File: config.mk
export PLATFORM = sky130hd
export DESIGN_NAME = ifetch_queue
export DESIGN_NICKNAME = d
export VERILOG_FILES = /design/src/rtl/ifetch_queue.sv
export SDC_FILE = /design/constraint.sdc
export NUM_CORES = 1
export LEC_CHECK = 0
export BUFFER_PORTS_ARGS = -buffer_cell sky130_fd_sc_hd__buf_2
export CORE_ASPECT_RATIO = 1.75
export CORE_MARGIN = 2
export CORE_UTILIZATION = 55
export DETAILED_ROUTE_END_ITERATION = 16
export GPL_TIMING_DRIVEN = 0
export PLACE_DENSITY = 0.86
export SLEW_MARGIN = 25
export SYNTH_ARGS = -nofsm -noshare
export SYNTH_HDL_FRONTEND = slang
export SYNTH_SLANG_ARGS = --single-unit
File: constraint.sdc
create_clock -name CLK -period 3.21 [get_ports CLK]
set_input_delay 0.1605 -clock CLK [delete_from_list [all_inputs] [get_ports CLK]]
set_output_delay 0.1605 -clock CLK [all_outputs]
set_load 0.03 [all_outputs]
File: src/rtl/ifetch_queue.sv
// Instruction-fetch queue: issues sequential word-aligned fetches and buffers up to DEPTH
// {instr, pc} entries for decode; a redirect flushes the queue and restarts fetch.
module ifetch_queue #(
  parameter int              XLEN     = 32,
  parameter int              DEPTH    = 4,
  parameter logic [XLEN-1:0] RESET_PC = 32'h0000_0000
) (
  input  logic                       CLK,
  input  logic                       RST,
  input  logic                       fetch_en,
  output logic                       imem_req,
  output logic [XLEN-1:0]            imem_addr,
  input  logic [XLEN-1:0]            imem_rdata,
  input  logic                       redir_valid,
  input  logic [XLEN-1:0]            redir_pc,
  output logic                       instr_valid,
  output logic [XLEN-1:0]            instr,
  output logic [XLEN-1:0]            instr_pc,
  input  logic                       instr_ready,
  output logic [$clog2(DEPTH+1)-1:0] count
);

  localparam int              CW      = $clog2(DEPTH + 1);
  localparam int              AW      = $clog2(DEPTH);
  localparam logic [CW:0]     CREDIT  = (CW + 1)'(DEPTH);
  localparam logic [XLEN-1:0] PC_STEP = XLEN'(3'd4);

  logic [XLEN-1:0] fetch_pc;
  logic [XLEN-1:0] resp_pc;
  logic            inflight;
  logic            kill;
  logic [AW-1:0]   rd_ptr;
  logic [AW-1:0]   wr_ptr;
  logic [XLEN-1:0] mem_instr [DEPTH];
  logic [XLEN-1:0] mem_pc    [DEPTH];

  logic [CW:0] used;
  logic        issue;
  logic        push;
  logic        pop;
  logic        unused_redir_lsbs;

  assign unused_redir_lsbs = ^redir_pc[1:0];

  // Credit check counts the in-flight response so a push never finds the queue full.
  always_comb begin
    used  = {1'b0, count} + {{CW{1'b0}}, inflight};
    issue = RST & fetch_en & ~redir_valid & (used < CREDIT);
    push  = inflight & ~kill & ~redir_valid;
    pop   = instr_valid & instr_ready & ~redir_valid;
  end

  assign imem_req    = issue;
  assign imem_addr   = fetch_pc;
  assign instr_valid = (count != {CW{1'b0}});
  assign instr       = mem_instr[rd_ptr];
  assign instr_pc    = mem_pc[rd_ptr];

  // Fetch PC, response tracking, pointers and occupancy.
  always_ff @(posedge CLK or negedge RST) begin
    if (!RST) begin
      fetch_pc <= RESET_PC;
      resp_pc  <= RESET_PC;
      inflight <= 1'b0;
      kill     <= 1'b0;
      rd_ptr   <= {AW{1'b0}};
      wr_ptr   <= {AW{1'b0}};
      count    <= {CW{1'b0}};
    end else if (redir_valid) begin
      fetch_pc <= {redir_pc[XLEN-1:2], 2'b00};
      inflight <= 1'b0;
      // A request launched alongside a redirect would belong to the old stream.
      kill     <= issue;
      rd_ptr   <= {AW{1'b0}};
      wr_ptr   <= {AW{1'b0}};
      count    <= {CW{1'b0}};
    end else begin
      if (issue) begin
        fetch_pc <= fetch_pc + PC_STEP;
        resp_pc  <= fetch_pc;
        inflight <= 1'b1;
      end else begin
        inflight <= 1'b0;
      end
      kill <= 1'b0;
      if (push) begin
        wr_ptr <= wr_ptr + AW'(1'b1);
      end else begin
        wr_ptr <= wr_ptr;
      end
      if (pop) begin
        rd_ptr <= rd_ptr + AW'(1'b1);
      end else begin
        rd_ptr <= rd_ptr;
      end
      count <= count + CW'(push) - CW'(pop);
    end
  end

  // Entry storage; cleared on reset so the head reads zero while empty after reset.
  always_ff @(posedge CLK or negedge RST) begin
    if (!RST) begin
      for (int i = 0; i < DEPTH; i++) begin
        mem_instr[i] <= {XLEN{1'b0}};
        mem_pc[i]    <= {XLEN{1'b0}};
      end
    end else if (push) begin
      mem_instr[wr_ptr] <= imem_rdata;
      mem_pc[wr_ptr]    <= resp_pc;
    end
  end

endmodule

---- After elaboration in Yosys (flattened, before gate mapping) ----
Index checks and enable logic that the tools add are counted.
word-level totals
  bits of input ports ..................... 69
  output and inout port bits .............. 101
  logic and storage cells ................. 62
  register bits after elaboration ......... 329
  memories ................................ 0
  RAM bits ................................ 0
  bits in latches ......................... 0
  ROM bits ................................ 0
operators by class
  bitwise operators ....................... 11
  reduce and logical (&&, ||, !) cells .... 6
  order comparisons ....................... 4
  eq/ne operators ......................... 0
  multiplexer cells ....................... 20
  add/sub/neg operators ................... 6
  shift operators ......................... 0
  $mul .................................... 0
  div/mod/pow operators ................... 0
operators with widths
  kind                                                        number
  bitwise mux 128 bit                                         2
  two-way mux 32 bit                                          7
  binary-select mux 32 bit (select 2 bit)                     2
  demux 32 bit (select 2 bit)                                 1
  adder 32 x 3 -> 32 bit, second input constant               1
  two-way mux 2 bit                                           4
  bitwise AND 1 bit                                           7
  greater-or-equal comparator 3 bit, second input constant    2
  NOT 2 -> 3 bit                                              2
  nonzero test 2 bit                                          3
  adder 2 x 1 -> 2 bit, second input constant                 2
  adder 3 x 1 -> 4 bit                                        1
  less-than comparator 4 x 3 -> 1 bit, second input constant  1
  adder 3 x 1 -> 3 bit                                        1
  less-than comparator 3 x 1 -> 1 bit, second input constant  1
  two-way mux 1 bit                                           3
  two-way mux 3 bit                                           1
  nonzero test 3 bit                                          1
  subtractor 3 x 1 -> 3 bit                                   1
  NOT 1 bit                                                   2
  AND reduction 2 bit                                         1
  logical AND 1 bit                                           1

---- Depth between registers and ports, before layout ----
  depth after elaboration ................. 6
  depth in mapped cells ................... 12
  depth with buffers taken out ............ 10

---- Worst setup path before layout ----
OpenSTA, ideal clock, no wires.
  path type ............................... reg-to-reg
  start point ............................. register count[1]
  end point ............................... register count[2]
  buffers on the path ..................... 0
  data required time ...................... 3.078 ns
  clock period less this slack ............ 2.468 ns
  path slack .............................. 0.742 ns
  arrival ................................. 2.336 ns
  cell stages (with the launch flop) ...... 11
  library setup time ...................... 0.132 ns
  cell sequence ........................... dfrtp_1 > or3_1 > nand2_1 > nor2_1 > ha_1 > inv_1 > ha_1 > inv_1 > fa_1 > xnor2_1 > nor2_1
between the ends
  longest elaborated chain between the ends .. 5
  elaborated cells on any way between the ends .. 6
  classes of those cells .................. add/sub (2); mux (1); bitwise (2); reduce/logical (1)
RTL lines
  item                            line  RTL
  start, declared                 20    output logic [$clog2(DEPTH+1)-1:0] count
  start signal, assigned          68    count <= {CW{1'b0}};
  start signal, assigned          76    count <= {CW{1'b0}};
  start signal, assigned          96    count <= count + CW'(push) - CW'(pop);
  nonzero test 3 bit              55    assign instr_valid = (count != {CW{1'b0}});
  net instr_valid                 16    output logic instr_valid,
  bitwise AND 1 bit (2 in a row)  50    pop = instr_valid & instr_ready & ~redir_valid;
  subtractor 3 x 1 -> 3 bit       96
  two-way mux 3 bit               69    end else if (redir_valid) begin
The timed path passes the listed nets, and every way through them passes these cells.
A chain may end at the register's enable or synchronous reset.

---- Final worst setup path ----
  start point ............................. register count[1]
  end point ............................... output imem_req
between the ends
  longest elaborated chain between the ends .. 3
RTL lines
  item                                 line  RTL
  adder 3 x 1 -> 4 bit                 47    used = {1'b0, count} + {{CW{1'b0}}, inflight};
  less-than comparator 4 x 3 -> 1 bit  48    issue = RST & fetch_en & ~redir_valid & (used < CREDIT);
  bitwise AND 1 bit                    48
  end, declared                        11    output logic imem_req,
No other way between the ends.

==> summary.txt <==
Status
  – Status: complete, no violations

Timing
  – Tightest Pin Transition: 1.09 ns
  – Fmax: 330 MHz
  – Finish-stage setup viols: 0
  – Pins Over Slew Limit: 0
  – Slew margin rel.: 0.265
  – Final Hold Viols: 0
  – Final TNS setup: 0 ns
  – Min Tclk post-route: 3.03 ns
  – Worst Skew: 0.00727 ns
  – Final period utilization: 0.944
  – RSZ-0062 raised after global routing: false

Layout
  – Final std cells w/o fill: 1563
  – Share of layout cells above drive strength 1: 0.464
  – Final instance area: 17200 µm²
  – Final Util: 0.671
  – Area grow syn2layout: 20.7%
  – Final nets: 1301
  – Antenna cells: 0
  – Filler Cells Inserted: 1744

Synth
  – Post-synthesis sequential area ratio: 0.556
  – Synth cell types: 56
  – Synth Register Bits: 317
  – Mapped Area: 14300 µm²
  – Cells after synthesis: 961
  – Mean post-synth cell area: 14.8 µm²
  – Top_reg_cell synth: dfrtp_1
  – Synthesis Warnings: 0
  – Post-synthesis async set-or-reset flop share: 1.00
  – Number of flops mapped to enable cells by yosys: 0

Run
  – Max-capacitance violation count: 0

Clocking
  – H-tree depth: 1
  – Longest Clk Path Bufs: 3
  – Clock Latency Late Sink: 0.55 ns
  – Root Buffer: clkbuf_16
  – Postcts setup bufs: 0
  – CTS sink cnt: 317
  – Cts bufs inserted: 28
  – CTS clk-pin slew, worst paths: 0.07 ns
  – CTS tree: done

Worst setup path
  – Data required, critical path: 3.05 ns
  – Critical Path Start Type: flop
  – Kind of critical path: reg2out
  – CP arrival: 2.87 ns
  – Crit. End Element: output pin
  – CP Max Fanout: 10

Floorplan
  – Ports: 170
  – Die ar.: 27300 µm²
  – Initial Util: 0.555
  – Die Wd: 126 µm
  – Row Count: 78
  – Die Y-Extent: 217 µm
  – Core area: 25700 µm²

Global route
  – First-pass GRT wire length: 56.8 mm
  – Initial antenna violation count: 0
  – Pin count of the biggest net entering global routing: 99
  – GRT overflow: 0
  – GR Util All Layers: 0.263
  – Vias in the first global route: 10500

Pwr
  – Cell Pwr Density: 714 nW/µm²
  – Max IR drop VDD: 0.682 mV
  – Total Power: 12.3 mW
  – LEAKAGE: 7.97 nW

Placement
  – Dpl cells: 1450
  – GPL Wtd Cong: 0.893
  – Cell Area, Placed: 15600 µm²
  – PortBufs: 162
  – Post-detail-place hpwl: 23.5 mm

Drt
  – Initial DRC Count: 591
  – Mean routed wirelength per cell: 22.4 µm
  – Via count: 9621
  – Drc violations: 0
  – Final wirelength: 35.0 mm
  – Vias per inst: 6.16
  – Antenna Nets Post-Route: 0
  – Drt first pass iters: 5

Hold path
  – Worst Hold Class: in2async
-- cell type report --
type	count	area (µm²)	area share
flip-flops and latches	317	7930	0.461
multi-input cells	567	6010	0.349
repair buffers	229	1540	0.0897
clock buffers	40	847	0.0492
well taps	320	400	0.0233
plain buffers	68	303	0.0176
clock inverters	10	131	0.00763
inverters	12	45.0	0.00262
-- routing by layer --
| layer | vias to the layer above | GRT usage | part of all wire |
|---|---|---|---|
| met4 | 0 | 0.106 | 0.035 |
| li1 | 4115 | - | - |
| met2 | 413 | 0.487 | 0.55 |
| met5 | - | 0 | 0 |
| met3 | 96 | 0.0339 | 0.053 |
| met1 | 4997 | 0.307 | 0.36 |
-- stage by stage --
step | hold WS (ns) | worst slack, ns
after global routing | 0.0934 | 0.113
final | 0.0633 | 0.178
after CTS | 0.0531 | 0.0200
after detailed placement | 0.0517 | -0.0634
after floorplan | -0.135 | 0.742
after global placement | 0.370 | -4.39
-- worst paths after layout --
path,startpoint,endpoint,slack [ns],cells after the start
worst max-delay path,count[1],imem_req,0.18,6
worst min-delay path,RST,count[2],0.06,2
worst max register to register,count[1],imem_addr[7],0.36,7
worst min register to register,mem_instr[45],mem_instr[45],0.50,1
max in group asynchronous,RST,mem_instr[27],1.93,4
min in group CLK,redir_valid,imem_addr[30],0.25,3
-- timing repair --
item,CTS,global route
resized for setup,4,0
endpoints found under the hold margin,381,0
hold buffers,64,0
endpoints found under the setup margin,18,15
-- Yosys cell counts, types with 2 or more instances --
| master | n | area, µm² |
|---|---|---|
| a221o_1 | 6 | 60.1 |
| a31oi_1 | 15 | 93.8 |
| a41oi_1 | 2 | 17.5 |
| and2_1 | 6 | 37.5 |
| and3_1 | 3 | 18.8 |
| and4_1 | 2 | 17.5 |
| buf_1 | 9 | 33.8 |
| buf_2 | 8 | 40.0 |
| buf_4 | 4 | 30.0 |
| clkbuf_1 | 47 | 176 |
| dfrtp_1 | 317 | 7930 |
| ha_1 | 8 | 100 |
| inv_1 | 11 | 41.3 |
| mux2_2 | 278 | 3130 |
| mux2i_1 | 2 | 20.0 |
| mux4_2 | 62 | 1400 |
| nand2_1 | 23 | 86.3 |
| nand2b_1 | 3 | 18.8 |
| nand3_1 | 19 | 95.1 |
| nand3b_1 | 2 | 15.0 |
| nand4_1 | 11 | 68.8 |
| nand4b_1 | 2 | 17.5 |
| nor2_1 | 29 | 109 |
| nor2b_1 | 3 | 18.8 |
| nor3_1 | 8 | 40.0 |
| nor3b_1 | 4 | 30.0 |
| nor4_1 | 7 | 43.8 |
| o211ai_1 | 3 | 22.5 |
| o21ai_0 | 8 | 40.0 |
| o311a_1 | 3 | 30.0 |
| o31ai_1 | 10 | 75.1 |
| o41ai_1 | 3 | 26.3 |
| or3_1 | 3 | 18.8 |
| or4_1 | 14 | 105 |
| or4_4 | 2 | 22.5 |
| xnor2_1 | 3 | 26.3 |
| xor2_1 | 2 | 17.5 |
-- critical path, cell delays in order (launching register included) --
cell     delay, ns
dfrtp_1       0.46
ha_1          0.25
o211a_1       0.23
o32a_1        0.44
nor2_1        0.37
buf_2         0.32
buf_2         0.24
-- kinds of logic (layout without fill, tap and decap cells) --
kind of cell / count (synthesis) / after routing / share of synthesized area
muxes: 342 / 342 / 0.319
DFF: 317 / 317 / 0.556
and+or+nand+nor: 147 / 147 / 0.0583
buffers and inverters: 81 / 359 / 0.0236
AOI/OAI and AO/OA: 59 / 59 / 0.0311
adders and majority gates: 9 / 9 / 0.00843
xor gates and xnor gates: 5 / 5 / 0.00307
other: 1 / 5 / 0.000263
-- placed cells by master (no fill, tap or decap), types with 4 or more instances in the layout --
cell           synthesis  routed
mux2_2               278     278
nor3b_1                4       4
nor2_1                29      29
and2_1                 6       6
nand2_1               23      23
inv_1                 11      11
o31ai_1               10      10
clkbuf_16              0      29
clkbuf_8               0       8
clkinv_2               0       5
ha_1                   8       8
conb_1                 1       5
o21ai_0                8       8
dlygate4sd3_1          0      64
nand3_1               19      19
a221o_1                6       6
or4_1                 14      14
nor4_1                 7       7
dfrtp_1              317     317
buf_1                  9       7
mux4_2                62      62
clkbuf_1              47      49
a31oi_1               15      15
buf_4                  4       4
buf_2                  8     169
nor3_1                 8       8
nand4_1               11      11
-- report_power, final --
group	internal, mW	leakage (nW)	total, mW	switching (mW)
Clock	2.07	0.485	3.54	1.47
Combinational	1.53	3.31	3.56	2.04
Sequential	4.60	4.17	5.19	0.583
Total	8.20	7.97	12.3	4.08
-- sequential cells by signal, indices dropped and copies added, names as in the netlist, 2 cells and up --
signal	cells
imem_addr	30
mem_instr	128
mem_pc	120
rd_ptr	2
wr_ptr	2
count	3
resp_pc	30
(Power assumes the default switching activity.)
